**src/rtl/ppu_quant_ctrl_pkg.sv**
```systemverilog
`default_nettype none
// ---------------------------------------------------------------------------
// ppu_pkg : shared types and constants for the PPU post-quantization stage.
// Rev 1.0
// ---------------------------------------------------------------------------
package ppu_pkg;

  localparam int PPU_LANES  = 4;
  localparam int PPU_LANE_W = 8;
  localparam int PPU_OFS    = 128;

  typedef enum logic [1:0] {
    PPU_Q_IDLE  = 2'd0,
    PPU_Q_RUN   = 2'd1,
    PPU_Q_DRAIN = 2'd2,
    PPU_Q_DONE  = 2'd3
  } ppu_q_state_e;

  // Strobe for a word whose highest written lane is `lane`.
  function automatic logic [PPU_LANES-1:0] ppu_fill_strb(input logic [1:0] lane);
    logic [PPU_LANES-1:0] strb;
    case (lane)
      2'd0:    strb = 4'b0001;
      2'd1:    strb = 4'b0011;
      2'd2:    strb = 4'b0111;
      default: strb = 4'b1111;
    endcase
    return strb;
  endfunction

endpackage : ppu_pkg
`default_nettype wire

```
**src/rtl/ppu_quant_ctrl_post_quant.sv**
```systemverilog
`default_nettype none
// ---------------------------------------------------------------------------
// post_quant : psum -> uint8 activation (arithmetic shift, +offset, clamp).
// Rev 1.0
// ---------------------------------------------------------------------------
module post_quant
  import ppu_pkg::*;
(
  input  logic [31:0] data_i,
  input  logic [5:0]  sf_i,
  output logic [7:0]  q_o
);

  logic signed [31:0] w_shifted;
  logic signed [31:0] w_added;

  // Shift amounts of 32 and above saturate to pure sign fill.
  assign w_shifted = $signed(data_i) >>> sf_i;
  assign w_added   = w_shifted + 32'(PPU_OFS);

  always_comb begin
    q_o = 8'h00;
    if (w_added < 0) begin
      q_o = 8'h00;
    end else if (w_added > 32'sd255) begin
      q_o = 8'hFF;
    end else begin
      q_o = w_added[7:0];
    end
  end

endmodule : post_quant
`default_nettype wire

```
**src/rtl/ppu_quant_ctrl.sv**
```systemverilog
`default_nettype none
// ---------------------------------------------------------------------------
// ppu_quant_ctrl : burst sequencer quantizing psums and packing 4 bytes/word.
// Rev 1.0
// ---------------------------------------------------------------------------
module ppu_quant_ctrl
  import ppu_pkg::*;
#(
  parameter int LEN_W = 16
) (
  input  logic             clk,
  input  logic             rst,
  input  logic             start_i,
  input  logic [LEN_W-1:0] len_i,
  input  logic [5:0]       scaling_factor_i,
  output logic             busy_o,
  output logic             done_o,
  input  logic             psum_valid_i,
  input  logic [31:0]      psum_data_i,
  output logic             psum_ready_o,
  output logic             ofm_valid_o,
  output logic [31:0]      ofm_data_o,
  output logic [3:0]       ofm_strb_o,
  input  logic             ofm_ready_i
);

  ppu_q_state_e     state_q, state_d;
  logic [LEN_W-1:0] cnt_q, cnt_d;
  logic [LEN_W-1:0] len_q, len_d;
  logic [5:0]       sf_q, sf_d;
  logic [23:0]      pack_q, pack_d;
  logic             ofm_valid_q, ofm_valid_d;
  logic [31:0]      ofm_data_q, ofm_data_d;
  logic [3:0]       ofm_strb_q, ofm_strb_d;

  logic [7:0]       w_q;
  logic [1:0]       w_lane;
  logic             w_accept;
  logic             w_last;
  logic             w_flush;
  logic             w_ofm_hs;
  logic [31:0]      w_word;

  post_quant u_post_quant (
    .data_i (psum_data_i),
    .sf_i   (sf_q),
    .q_o    (w_q)
  );

  assign w_lane       = cnt_q[1:0];
  assign psum_ready_o = (state_q == PPU_Q_RUN) && (!ofm_valid_q || ofm_ready_i);
  assign w_accept     = psum_valid_i && psum_ready_o;
  assign w_last       = (cnt_q == (len_q - LEN_W'(1)));
  assign w_flush      = w_accept && ((w_lane == 2'd3) || w_last);
  assign w_ofm_hs     = ofm_valid_q && ofm_ready_i;

  // Pack register with the incoming byte merged in; upper lanes stay zero.
  always_comb begin
    w_word = {8'h00, pack_q};
    w_word[{w_lane, 3'b000} +: 8] = w_q;
  end

  always_comb begin
    state_d     = state_q;
    cnt_d       = cnt_q;
    len_d       = len_q;
    sf_d        = sf_q;
    pack_d      = pack_q;
    ofm_valid_d = ofm_valid_q;
    ofm_data_d  = ofm_data_q;
    ofm_strb_d  = ofm_strb_q;

    if (w_ofm_hs) begin
      ofm_valid_d = 1'b0;
      ofm_data_d  = 32'h0;
      ofm_strb_d  = 4'h0;
    end
    // A load in the handshake cycle overrides the clear, so nothing is lost.
    if (w_flush) begin
      ofm_valid_d = 1'b1;
      ofm_data_d  = w_word;
      ofm_strb_d  = ppu_fill_strb(w_lane);
    end

    case (state_q)
      PPU_Q_IDLE: begin
        if (start_i) begin
          len_d   = len_i;
          sf_d    = scaling_factor_i;
          cnt_d   = '0;
          pack_d  = '0;
          state_d = (len_i == '0) ? PPU_Q_DONE : PPU_Q_RUN;
        end
      end
      PPU_Q_RUN: begin
        if (w_accept) begin
          cnt_d  = cnt_q + LEN_W'(1);
          pack_d = w_flush ? 24'h0 : w_word[23:0];
          if (w_last) begin
            state_d = PPU_Q_DRAIN;
          end
        end
      end
      PPU_Q_DRAIN: begin
        if (w_ofm_hs) begin
          state_d = PPU_Q_DONE;
        end
      end
      PPU_Q_DONE: begin
        state_d = PPU_Q_IDLE;
      end
      default: begin
        state_d = PPU_Q_IDLE;
      end
    endcase
  end

  always_ff @(posedge clk) begin
    if (rst) begin
      state_q     <= PPU_Q_IDLE;
      cnt_q       <= '0;
      len_q       <= '0;
      sf_q        <= 6'd0;
      pack_q      <= 24'h0;
      ofm_valid_q <= 1'b0;
      ofm_data_q  <= 32'h0;
      ofm_strb_q  <= 4'h0;
    end else begin
      state_q     <= state_d;
      cnt_q       <= cnt_d;
      len_q       <= len_d;
      sf_q        <= sf_d;
      pack_q      <= pack_d;
      ofm_valid_q <= ofm_valid_d;
      ofm_data_q  <= ofm_data_d;
      ofm_strb_q  <= ofm_strb_d;
    end
  end

  assign busy_o      = (state_q != PPU_Q_IDLE);
  assign done_o      = (state_q == PPU_Q_DONE);
  assign ofm_valid_o = ofm_valid_q;
  assign ofm_data_o  = ofm_data_q;
  assign ofm_strb_o  = ofm_strb_q;

endmodule : ppu_quant_ctrl
`default_nettype wire

```
**config.mk**
```make
export PLATFORM = sky130hd
export DESIGN_NAME = ppu_quant_ctrl
export DESIGN_NICKNAME = d
export VERILOG_FILES = /design/src/rtl/ppu_quant_ctrl_pkg.sv /design/src/rtl/ppu_quant_ctrl_post_quant.sv /design/src/rtl/ppu_quant_ctrl.sv
export SDC_FILE = /design/constraint.sdc
export NUM_CORES = 1
export LEC_CHECK = 0
export CAP_MARGIN = 15
export CELL_PAD_IN_SITES_DETAIL_PLACEMENT = 0
export CELL_PAD_IN_SITES_GLOBAL_PLACEMENT = 2
export CORE_ASPECT_RATIO = 2
export CORE_MARGIN = 10
export CORE_UTILIZATION = 34
export CTS_BUF_LIST = sky130_fd_sc_hd__clkbuf_4 sky130_fd_sc_hd__clkbuf_8 sky130_fd_sc_hd__clkbuf_16
export DETAILED_ROUTE_END_ITERATION = 8
export GPL_TIMING_DRIVEN = 0
export PLACE_DENSITY = 0.79
export REMOVE_ABC_BUFFERS = 1
export SLEW_MARGIN = 20
export SYNTH_ARGS = -nofsm -noshare
export SYNTH_HDL_FRONTEND = slang
export SYNTH_HIERARCHICAL = 1
export SYNTH_SLANG_ARGS = --single-unit
```
**constraint.sdc**
```tcl
create_clock -name clk -period 5.6 [get_ports clk]
set_input_delay 1.12 -clock clk [delete_from_list [all_inputs] [get_ports clk]]
set_output_delay 1.12 -clock clk [all_outputs]
set_load 0.01 [all_outputs]
```
After elaboration in Yosys (flattened, before gate mapping)
Cells that the tools add are included.
{"block": "totals", "reg_bits": 101, "out_inout_bits": 40, "wordCells": 67}
{"block": "op_classes", "addsub": 4, "n_lt_le_gt_ge": 2, "eq_ne": 11, "n_shift": 3, "n_mux": 23, "n_reduce_logical": 16}
{"op": "2-to-1 mux 24 bit", "count": 3}
{"op": "2-to-1 mux 32 bit", "count": 2}
{"op": "case mux 24 bit (2 select lines)", "count": 1}
{"op": "adder 32 x 9 -> 32 bit (second input constant)", "count": 1}
{"op": "bitwise mux 32 bit", "count": 1}
{"op": "> comparator 32 x 9 -> 1 bit (second input constant)", "count": 1}
{"op": "less-than comparator 32 x 1 -> 1 bit (second input constant)", "count": 1}
{"op": "2-to-1 mux 16 bit", "count": 2}
{"op": "case mux 16 bit (2 select lines)", "count": 1}
{"op": "variable shift 8 x 7 -> 32 bit (first input constant)", "count": 1}
{"op": "indexed part select 8 x 7 -> 32 bit", "count": 1}
{"op": ">>> shifter 32 x 6 -> 32 bit", "count": 1}
{"op": "adder 16 x 1 -> 16 bit (second input constant)", "count": 1}
{"op": "equality test 16 bit", "count": 1}
{"op": "logical NOT 16 bit", "count": 1}
{"op": "2-to-1 mux 8 bit", "count": 2}
{"op": "subtractor 16 x 1 -> 16 bit (second input constant)", "count": 1}
{"op": "case mux 4 bit (3 select lines)", "count": 1}
{"op": "2-to-1 mux 2 bit", "count": 5}
{"op": "equality test 2 bit (second input constant)", "count": 4}
{"op": "2-to-1 mux 4 bit", "count": 2}
{"op": "inequality test 2 bit (second input constant)", "count": 4}
{"op": "case mux 2 bit (4 select lines)", "count": 1}
{"op": "negation 5 -> 7 bit", "count": 1}
{"op": "10 further kinds", "count": 19}

Longest topological paths before layout
Gate-level depths: netlist (run 1).
{"block": "depth", "depth_word": 10, "mapped_depth": 18}

Cells and area by module
Netlist (run 1), hierarchy kept.
{"mod": "ppu_quant_ctrl", "n_inst": 1, "cells_per_inst": 570, "area_per_inst_um2": 4855.9}
{"mod": "post_quant", "n_inst": 1, "cells_per_inst": 380, "area_per_inst_um2": 3002.9}

Worst setup path after synthesis (run 1)
No wires, ideal clock.
{"block": "synth_path", "kind": "input-to-reg", "start": "in psum_data_i[31]", "end": "reg ofm_data_q[10] (netlist: ofm_data_o[10])", "setup_ps": 117, "arrival_time_ps": 4501, "t_required_ps": 5483, "setup_slack_ps": 981, "cell_stages": 16, "path_cell_list": "clkbuf_1 > mux2i_1 > mux4_2 > a21oi_1 > or3_1 > ha_1 > o221ai_2 > nor3_1 > o2111ai_1 > mux2i_1 > nand2_1 > o22ai_1 > a31oi_1 > a21oi_1 > nor3_1 > a32o_1"}
{"block": "synth_between", "elab_chain_cells": 8, "elab_cells_between_ends": 9, "cone_classes": "add/sub: 1; order compare: 2; shift: 2; mux: 4"}
{"item": "start, declared", "line_no": "ppu_quant_ctrl.sv:19", "rtl": "input logic [31:0] psum_data_i,"}
{"item": ">>> shifter 32 x 6 -> 32 bit (*)", "line_no": "ppu_quant_ctrl_post_quant.sv:18", "rtl": "assign w_shifted = $signed(data_i) >>> sf_i;"}
{"item": "adder 32 x 9 -> 32 bit (*)", "line_no": "ppu_quant_ctrl_post_quant.sv:19", "rtl": "assign w_added = w_shifted + 32'(PPU_OFS);"}
{"item": "> comparator 32 x 9 -> 1 bit", "line_no": "ppu_quant_ctrl_post_quant.sv:25", "rtl": "end else if (w_added > 32'sd255) begin"}
{"item": "2-to-1 mux 8 bit", "line_no": "ppu_quant_ctrl_post_quant.sv:25"}
{"item": "2-to-1 mux 8 bit (*)", "line_no": "ppu_quant_ctrl_post_quant.sv:23", "rtl": "if (w_added < 0) begin"}
{"item": "named net w_q[2]", "line_no": "ppu_quant_ctrl.sv:36", "rtl": "logic [7:0] w_q;"}
{"item": "indexed part select 8 x 7 -> 32 bit (*)", "line_no": "ppu_quant_ctrl.sv:60", "rtl": "w_word[{w_lane, 3'b000} +: 8] = w_q;"}
{"item": "bitwise mux 32 bit (*)", "line_no": "ppu_quant_ctrl.sv:60"}
{"item": "2-to-1 mux 32 bit (*)", "line_no": "ppu_quant_ctrl.sv:79", "rtl": "if (w_flush) begin"}
{"item": "end signal, assigned", "line_no": "ppu_quant_ctrl.sv:135", "rtl": "ofm_data_q <= ofm_data_d;"}
{"item": "end, declared", "line_no": "ppu_quant_ctrl.sv:33", "rtl": "logic [31:0] ofm_data_q, ofm_data_d;"}
The timed path passes the listed nets; every way through them passes the cells marked *.
A chain may end at the register's enable or synchronous reset.

Worst setup path after layout (run 1)
{"block": "layout_path", "start": "in psum_data_i[30]", "end": "reg ofm_data_q[6] (netlist: ofm_data_o[6])"}
The elaborated chain is that of the path after synthesis.

==> results of run 1 <==
[kinds of logic (layout without fill, tap and decap cells)]
family                   after synthesis  after routing  synth area share [%]
adder cells (fa/ha/maj)               13             13                  2.07
buffers and inverters                 88            142                  5.91
XOR/XNOR                              36             36                  4.01
flip-flops                           100            100                  25.5
multiplexers                          79             79                  14.6
AO/OA/AOI/OAI                        268            268                  24.6
AND/OR/NAND/NOR                      366            366                  23.3
[worst max-delay path: cells and delay by family]
family	cells	cell delay, ps
simple gates	5	1130
buf+inv	2	840
compound gates	7	1600
mux	2	800
fa+ha+maj	1	210
[state kept, by name, indices dropped and copies added (netlist names)]
name        count
cnt_q          16
len_q          16
ofm_data_o     32
pack_q         24
state_q         2
sf_q            6
ofm_strb_o      4
[placed cells by master, fill, tap and decap left out, types with 7 or more instances in the layout]
master / n
nand2_1: 105
clkdlybuf4s50_1: 96
dfxtp_1: 95
nor2_1: 92
a21oi_1: 79
nor3_1: 41
mux2i_1: 32
a32o_1: 32
nor2b_1: 31
o21ai_0: 31
a22o_1: 27
mux4_2: 26
xor2_1: 20
nand3_1: 16
inv_1: 15
xnor2_1: 15
mux2_2: 15
ha_1: 13
a31oi_1: 12
nand2b_1: 11
nand4_1: 10
nor4_1: 9
o211ai_1: 9
clkbuf_16: 9
o22ai_1: 8
buf_4: 7
[area by class of cell]
class                           count  share of cell area (%)
Clock inverter                      7                   0.747
Sequential cell                   100                    21.4
Tap cell                          280                    3.74
Multi-Input combinational cell    762                    58.9
Inverter                           17                   0.681
Clock buffer                        9                    2.40
Timing Repair Buffer              109                    12.1
[timing repair]
action                     CTS  global route
gates resized for setup      8             8
setup buffers                0             4
setup endpoints to repair   56            48
pin swaps                    0             3
gates cloned                 0             0
[per-layer routing]
| metal | vias to the layer above | part of all wire (%) |
|---|---|---|
| met1 | 3630 | 35 |
| met3 | 64 | 3.1 |
| met4 | 0 | 5.1 |
| met2 | 177 | 56 |
| li1 | 3653 | - |
| met5 | - | 0 |
[through the flow]
| step | instances | instance area [µm²] | util, % |
|---|---|---|---|
| final | 1284 | 9380 | 41.2 |
| after global routing | 1284 | 9380 | 41.2 |
| after detailed placement | 1264 | 8960 | 39.4 |
| after floorplan | 879 | 7460 | - |
| after CTS | 1280 | 9290 | 40.9 |
| after global placement | 1257 | 8790 | 38.7 |
[worst paths after layout]
path | startpoint | endpoint | depth (start not counted)
min reg2reg | len_q[15] | len_q[15] | 2
min | len_q[15] | len_q[15] | 2
max reg2reg | sf_q[2] | ofm_data_o[6] | 16
max | psum_data_i[30] | ofm_data_o[6] | 17
[where the power goes]
group | switching (mW) | internal [mW]
Combinational | 0.938 | 0.615
Clock | 0.311 | 0.314
Sequential | 0.121 | 0.751
==> impl_results.md, run 1 <==
- IO buf count: 98
- FF-to-FF setup slack: between 400 and 500 ps
- DRC: 0
- 1st-iter DRT viols: approximately 430
- Synth warn: 6
- Relative slew slack: around a third
- Die area: approximately 0.03 mm²
- Commonest cells in the netlist: nand2_1 (105), dfxtp_1 (100), nor2_1 (93)
- Maxcap violations: 0
- CTS tree: yes
- WHS: 467 ps
- CP Launch Type: primary input
- Overflow after GRT: 0
- Run status: finished clean
- Worst Setup End Kind: flop
- Via count: about 7.5k
- Crit path DAT: approximately 5700 ps
- Largest area contributor in the netlist: dfxtp_1
- Met2 usage: about a third
- Total GRT Usage: about 17%
- Tot Pwr: around 3.0 mW
- Detailed-route wire length per cell: between 20 and 25 µm
- First-pass GRT wire length: around 42 mm
- Total CTS buffers: 9
- Avg Vias per Cell: about 5.9
- Post-synth EDFFs: 0
- Fin. max-slew vios: 0
- CP Data Required Time: 5870 ps
- Share of cells above drive strength 1: ~12%
- Synth top area cells: dfxtp_1 (25%), mux4_2 (7.5%), a21oi_1 (5.1%)
- Final clock skew: around 10 ps
- Fin crit share: a little over nine tenths
- Largest net degree at the start of global routing: 67
- Detailed Route WL: ~27 mm
- Asr flop ratio synth: 0%
- Leakage power: around 3.3 nW
- Unrepaired setup endpoints after global routing: no
- CP max stage delay: ~630 ps
- Ports: between 90 and 100
- Dominant synthesized flop cell: dfxtp_1
- Critical path fanouts, max: 8
- CTS Buffer Depth: 2
- Crit-path cells: clkdlybuf4s50_1 -> mux2i_1 -> mux4_2 -> a21oi_1 -> or2_2 -> ha_1 -> o221ai_2 -> nor4_2 -> nand2_1 -> o22ai_2 -> o2111ai_2 -> nor4_4 -> buf_4 -> a31oi_1 -> a21oi_1 -> nor3_1 -> a32o_1
- Worst path most repeated cell: a21oi_1
- M3 GR Usage: between 2 and 2.5%
- P&R area growth vs syn: 19.3%
- Post-Syn Area: between 0.007 and 0.008 mm²
- P per Cell Area: ~330 mW/mm²
- Site Rows: 78
- Place WS: -1330 ps
- Final-stage net count: 1071
- Final setup vio count: 0
- CTS clk-pin slew, worst paths: about 80 ps
- Antenna Cells: 0
- H-tree levels: 3
- M1 GR Usage: about 17%
- Pre-antenna DRT Iters: 8
- Antenna violations before repair: 0
- Vias in the first global route: between 7k and 8k
- Hpwl dp: around 21 mm
- Num Clock Sinks: 100
- CP Class: in -> reg
- # fillers: around 2.3k
- Most common cell in the synthesized netlist: nand2_1
- CTS root buf: clkbuf_16
- Core area: 0.0227 mm²
- Hold-fix buffers, CTS: 0
- Hold Violations, Final: 0
- Fin crit period: about 5400 ps
- FF+latch area: approximately 0.0020 mm²
- Avg Cell Area, Syn: around 8.3 µm²
- Antenna-violating nets left: 0
- Post-synth top area share: ~25%
- Chip width: ~130 µm
- Initial Util: 34.6%
- Slew @ Worst Pin: about 1000 ps
- Synthesized flop and latch total: 100
- PnR worst setup slack: roughly 150 ps
- GRT busiest layer: met2
- Placer congestion estimate: 0.896
- Max Freq: about 0.18 GHz
- Slowest CP cell: clkdlybuf4s50_1
- Mapped Cells: 950
- Worst skew pair latency: between 300 and 400 ps
- Area occupied by multi-input gates: 0.00552 mm²
- Worst hold path class: reg -> reg
- Largest vdd supply drop: 207 µV
- Setup_tns: 0 ps
- Sequential share of the synthesized area: around a quarter
- Die H: 235 µm
- Post-synth cell types: 85
Note: power is estimated with default switching activity, not from simulation.
==> inputs of run 2 (changes only) <==
Settings changed: CORE_UTILIZATION 34 to 37, PLACE_DENSITY 0.79 to 0.85.
Clock period 5.6 ns to 6.7 ns, I/O delays scaled along.
==> run 2 against run 1 <==
Compared with the run above: clock power shrank 12%; sequential share of layout area grew 0.26 points; worst hold slack is essentially flat; clock-buffer cell count grew 1; setup slack gained 300 ps; critical endpoint is now ofm_data_o[9]; largest power group unchanged.
==> impl_results.md, run 2 (synthesis gave the netlist of run 1 again) <==
- Chip width: 123 µm (-3.5%)
- Overflow after GRT: 0 (unchanged)
- CP Launch Type: primary input
- CP Data Required Time: 6960 ps (+1090 ps)
- Seq pwr share: 28.4% (-0.2 points)
- Worst skew pair latency: 360 ps (about the same)
- H-tree levels: 3 (unchanged)
- Post-CTS setup buffers: 0 (unchanged)
- Post-cts sizing count: 0 (-8)
- Antenna violations before repair: 0 (unchanged)
- Commonest non-fill, non-tap cells in the layout: nand2_1 (105), clkdlybuf4s50_1 (97), dfxtp_1 (95), nor2_1 (92), a21oi_1 (79)
- Place WS: -227 ps (+1100 ps)
- Initial Util: 37.6% (+3.0 points)
- CTS tree: yes
- Internal power: 1.44 mW (-15%)
- P&R area growth vs syn: 17.9%
- Avg Vias per Cell: 5.91 (+0.79%)
- Fin. max-slew vios: 0 (unchanged)
- Detailed Route WL: 26.0 mm (-4.2%)
- Hold-fix buffers, CTS: 0 (unchanged)
- Run status: finished clean
- Final clock skew: 11.2 ps (+1.27 ps)
- Largest vdd supply drop: 149 µV (-28%)
- Antenna-violating nets left: 0 (unchanged)
- Ports: 99 (unchanged)
- CP Class: in -> reg
- Clock Power Share: 21.7% (+1.2 points)
- CTS root buf: clkbuf_16
- Maxcap violations: 0 (unchanged)
- Hpwl dp: 20.2 mm (-3.8%)
- IO buf count: 98 (unchanged)
- First-pass GRT wire length: 41.0 mm (-2.3%)
- Pre-antenna DRT Iters: 7 (-1)
- Detailed-route wire length per cell: 20.5 µm (-3.0%)
- P per Cell Area: 275 mW/mm² (-15%)
- Share of cells above drive strength 1: 11.1% (-1.4 points)
- Worst Setup End Kind: flop
- Largest net degree at the start of global routing: 67 (unchanged)
- Die area: 0.0278 mm² (-7.1%)
- Leakage power: 3.24 nW (-1.1%)
- Fin crit period: 6240 ps
- Fin crit share: slightly above 90%
- Sw frac: 43.7% (-1.2 points)
- Slew @ Worst Pin: 944 ps (-51.7 ps)
- Site Rows: 75 (-3.8%)
- Crit path DAT: 6500 ps (+790 ps)
- PnR worst setup slack: 457 ps (+302 ps)
- Max FFs per register: 32 (unchanged)
- Die H: 226 µm (-3.8%)
- DRC: 0 (unchanged)
- 1st-iter DRT viols: 450 (+3.7%)
- Placement Cell Area: 0.00893 mm² (-0.34%)
- Critical path fanouts, max: 18 (+10)
- Fin area: 0.00926 mm² (-1.2%)
- Antenna Cells: 0 (unchanged)
- Core area: 0.0209 mm² (-8.0%)
- Max Freq: around 0.16 GHz
- Num Clock Sinks: 100 (unchanged)
- Most common cell after layout, fill and taps aside: nand2_1
- CTS clk-pin slew, worst paths: 70 ps (about the same)
- Unrepaired setup endpoints after global routing: no
- Via count: 7495 (-0.39%)
- Total CTS buffers: 9 (unchanged)
- Placer congestion estimate: 0.931 (+3.9%)
- Total GRT Usage: 18.7% (+1.2 points)
- Vias in the first global route: 7504 (+1.8%)
- Worst hold path class: reg -> reg
- CTS Buffer Depth: 2 (unchanged)
- Comb pwr share: 49.9% (-1.0 points)
- Final-stage net count: 1067 (-0.37%)
- Relative slew slack: 36.6% (+3.5 points)
- Net Sw Power: 1.11 mW (-19%)
- Final setup vio count: 0 (unchanged)
- Hold Violations, Final: 0 (unchanged)
run 2: cell types whose count changed in the layout (fill, tap and decap cells not counted), moves of 2 or more:
cell,previous run,this run
a31oi_1,12,18
buf_4,7,3
inv_8,2,0
a31oi_2,6,0
run 2: power groups by stage:
stage	clock (mW)	sequential, mW	combinational (mW)
2_1_floorplan	0	0.716	0.865
3_3_place_gp	0	0.746	1.23
3_5_place_dp	0	0.735	1.26
4_1_cts	0.574	0.722	1.26
5_1_grt	0.591	0.734	1.39
6_report	0.552	0.723	1.27
run 2: path summary, 6_finish.rpt:
kind | from | end | slack, ps | depth (start not counted)
hold / removal | len_q[15] | len_q[15] | 470 | 2
setup reg to reg | sf_q[2] | ofm_data_o[9] | 1130 | 15
hold reg to reg | len_q[15] | len_q[15] | 470 | 2
setup / recovery | psum_data_i[31] | ofm_data_o[9] | 460 | 16
run 2: layout make-up:
type,instances,area [µm²]
multi-input cells,762,5450
flip-flops and latches,100,2010
clock buffers,10,239
clock inverters,6,78.8
inverters,17,63.8
well taps,269,337
repair buffers,105,1090
fillers,2116,11700
run 2: metal layers:
metal	GRT usage [%]	vias up	wire, µm
met5	0	-	0
met4	11.1	0	1390
met3	2.23	68	879
met2	35.7	213	14500
met1	18.3	3574	9170
li1	-	3640	-
run 2: critical path, cell delays in order:
cell and delay, ps:
clkdlybuf4s50_1 940, mux2i_1 180, mux4_2 580, a21oi_1 210, or3_1 140, ha_1 200
o221ai_2 150, nor3_2 480, o2111ai_1 270, xor2_1 220, nand2_1 70, o22ai_1 600
a31oi_1 430, a21oi_1 360, nor3_1 80, a32o_1 220
run 2: metrics by stage:
stage	instances	hold WS [ps]	util, %	TNS [ps]	power, mW
floorplan	879	441	-	0	1.58
global placement	1246	453	41.9	-28450	1.98
detailed placement	1253	455	42.7	-4410	1.99
CTS	1269	472	44.2	0	2.56
global route	1269	484	44.3	0	2.72
finish	1269	467	44.3	0	2.55
==> inputs of run 3 (changes only) <==
Settings changed: CORE_UTILIZATION 37 to 31, CTS_CLUSTER_DIAMETER from default to 30, MAX_ROUTING_LAYER from default to met4, PLACE_DENSITY 0.85 to 0.76.
Clock period 6.7 ns to 5.6 ns, I/O delays scaled along.
==> run 3 against run 2 <==
Compared with the run above: core utilization decreased by 6.6 points; worst hold slack improved by 4.4 ps; cell count increased by 5.5%; non-clock buffer count increased by 3; setup slack got worse by 390 ps; clock power increased by 18%; register-to-register slack got worse by 830 ps; die area increased by 17%; sequential share of layout area decreased by 0.38 points; clock-buffer cell count increased by 1; total power increased by 20%; largest cell class unchanged; largest power group unchanged.
==> impl_results.md, run 3 (synthesis gave the netlist of run 1 again) <==
- CP Data Required Time: 5910 ps (-1050 ps)
- Leakage power: 3.28 nW (+1.0%)
- Die area: 0.0325 mm² (+17%)
- CTS root buf: clkbuf_16
- Antenna-violating nets left: 0 (unchanged)
- Core area: 0.0250 mm² (+20%)
- Slew @ Worst Pin: 1060 ps (+115 ps)
- Worst hold path startpoint: pack_q[22]
- Min-Delay Path Depth: 1 (-1)
- Commonest non-fill, non-tap cells in the layout: nand2_1 (105), clkdlybuf4s50_1 (96), dfxtp_1 (95), nor2_1 (92), a21oi_1 (79)
- CTS Buffer Depth: 2 (unchanged)
- Overflow after GRT: 0 (unchanged)
- Via count: 7675 (+2.4%)
- CTS clk-pin slew, worst paths: 70 ps (about the same)
- 1st-iter DRT viols: 462 (+2.7%)
- Largest net degree at the start of global routing: 68 (+1.5%)
- First-pass GRT wire length: 43.0 mm (+4.7%)
- Num Clock Sinks: 100 (unchanged)
- Total CTS buffers: 9 (unchanged)
- Detailed Route WL: 27.6 mm (+6.2%)
- Avg Vias per Cell: 5.73 (-3.0%)
- Hold Violations, Final: 0 (unchanged)
- Run status: finished clean
- Detailed-route wire length per cell: 20.6 µm (+0.63%)
- Crit path from: psum_data_i[30]
- Die H: 245 µm (+8.4%)
- Share of cells above drive strength 1: 12.3% (+1.2 points)
- Site Rows: 82 (+9.3%)
- Hpwl dp: 21.3 mm (+5.1%)
- Maxcap violations: 0 (unchanged)
- Crit path DAT: 5840 ps (-660 ps)
- Antenna Cells: 0 (unchanged)
- P per Cell Area: 325 mW/mm² (+18%)
- Reg2Reg Depth: 16 (+1)
- Final clock skew: 11.3 ps (+0.115 ps)
- IO buf count: 98 (unchanged)
- CTS tree: yes
- Hold-fix buffers, CTS: 0 (unchanged)
- Fin. max-slew vios: 0 (unchanged)
- Worst hold path class: reg -> reg
- Place WS: -1320 ps (-1090 ps)
- Max Freq: ~0.18 GHz
- Critical path fanouts, max: 8 (-10)
- Initial Util: 31.4% (-6.2 points)
- Largest vdd supply drop: 133 µV (-11%)
- Worst reg2reg startpoint: sf_q[2]
- Fin crit period: around 5500 ps
- Relative slew slack: 28.9% (-7.7 points)
- Fin crit share: 98.8%
- P&R area growth vs syn: 20.0%
- Chip width: 133 µm (+7.7%)
- WHS: 472 ps (+4.38 ps)
- Final setup vio count: 0 (unchanged)
- Pre-antenna DRT Iters: 5 (-2)
- Most common cell after layout, fill and taps aside: nand2_1
- Final-stage net count: 1070 (+0.28%)
- Vias in the first global route: 7523 (+0.25%)
- Placer congestion estimate: 0.921 (-1.1%)
- PnR worst setup slack: 68.7 ps (-388 ps)
- Worst Setup End Kind: flop
- CP Class: in -> reg
- DRC: 0 (unchanged)
- CP Launch Type: primary input
- Max FFs per register: 32 (unchanged)
- Total GRT Usage: 16.9% (-1.8 points)
- Worst skew pair latency: 370 ps (about the same)
- Ports: 99 (unchanged)
- H-tree levels: 3 (unchanged)
- Antenna violations before repair: 0 (unchanged)
==> run 3: worst max-delay path: stages <==
cell             delay (ps)
clkdlybuf4s50_1         610
mux2i_1                 170
mux4_2                  590
a21oi_1                 290
or2_2                   230
ha_1                    230
o221ai_2                180
nor3_4                  410
and4_1                  310
nor3b_1                  60
a31oi_1                 280
nor4_4                   50
buf_4                   180
a31oi_1                 470
a21oi_1                 190
nor3_1                  280
a32o_1                  170
==> run 3: metrics by stage <==
step	utilization, %	cells	setup TNS, ps	total power, mW	instance area (µm²)
floorplan	-	879	0	1.89	7460
global placement	35.4	1313	-104840	2.36	8860
detailed placement	36.0	1320	-65810	2.38	9010
CTS	37.4	1336	0	3.07	9350
global route	37.7	1339	-7.36	3.26	9430
finish	37.7	1339	0	3.06	9430
==> run 3: timing repair <==
| item | CTS | global route |
|---|---|---|
| setup buffers | 0 | 3 |
| resized for setup | 7 | 8 |
| setup endpoints to repair | 56 | 48 |
| pin swaps | 0 | 3 |
==> run 3: routing by layer <==
| layer | vias up | track usage (%) | share of wire (%) |
|---|---|---|---|
| li1 | 3643 | - | - |
| met2 | 223 | 31.8 | 56 |
| met5 | - | - | 0 |
| met4 | 0 | 8.88 | 4.8 |
| met1 | 3743 | 16.3 | 36 |
| met3 | 66 | 2.13 | 3.0 |
==> run 3: worst paths after layout <==
| kind | to | slack (ps) |
|---|---|---|
| min reg2reg | pack_q[22] | 470 |
| min | pack_q[22] | 470 |
| max reg2reg | ofm_data_o[4] | 300 |
| max | ofm_data_o[4] | 70 |
==> run 3: where the power goes <==
part / total [mW] / internal [mW] / switching (mW)
combinational: 1.54 / 0.605 / 0.939
clock: 0.649 / 0.343 / 0.306
sequential: 0.871 / 0.751 / 0.120
total: 3.06 / 1.70 / 1.37
==> run 3: final cells by class <==
| class | count | area [µm²] |
|---|---|---|
| Clock buffer | 11 | 258 |
| Clock inverter | 5 | 48.8 |
| Fill cell | 2660 | 15600 |
| Inverter | 17 | 63.8 |
| Multi-Input combinational cell | 762 | 5520 |
| Sequential cell | 100 | 2010 |
| Tap cell | 336 | 420 |
| Timing Repair Buffer | 108 | 1110 |
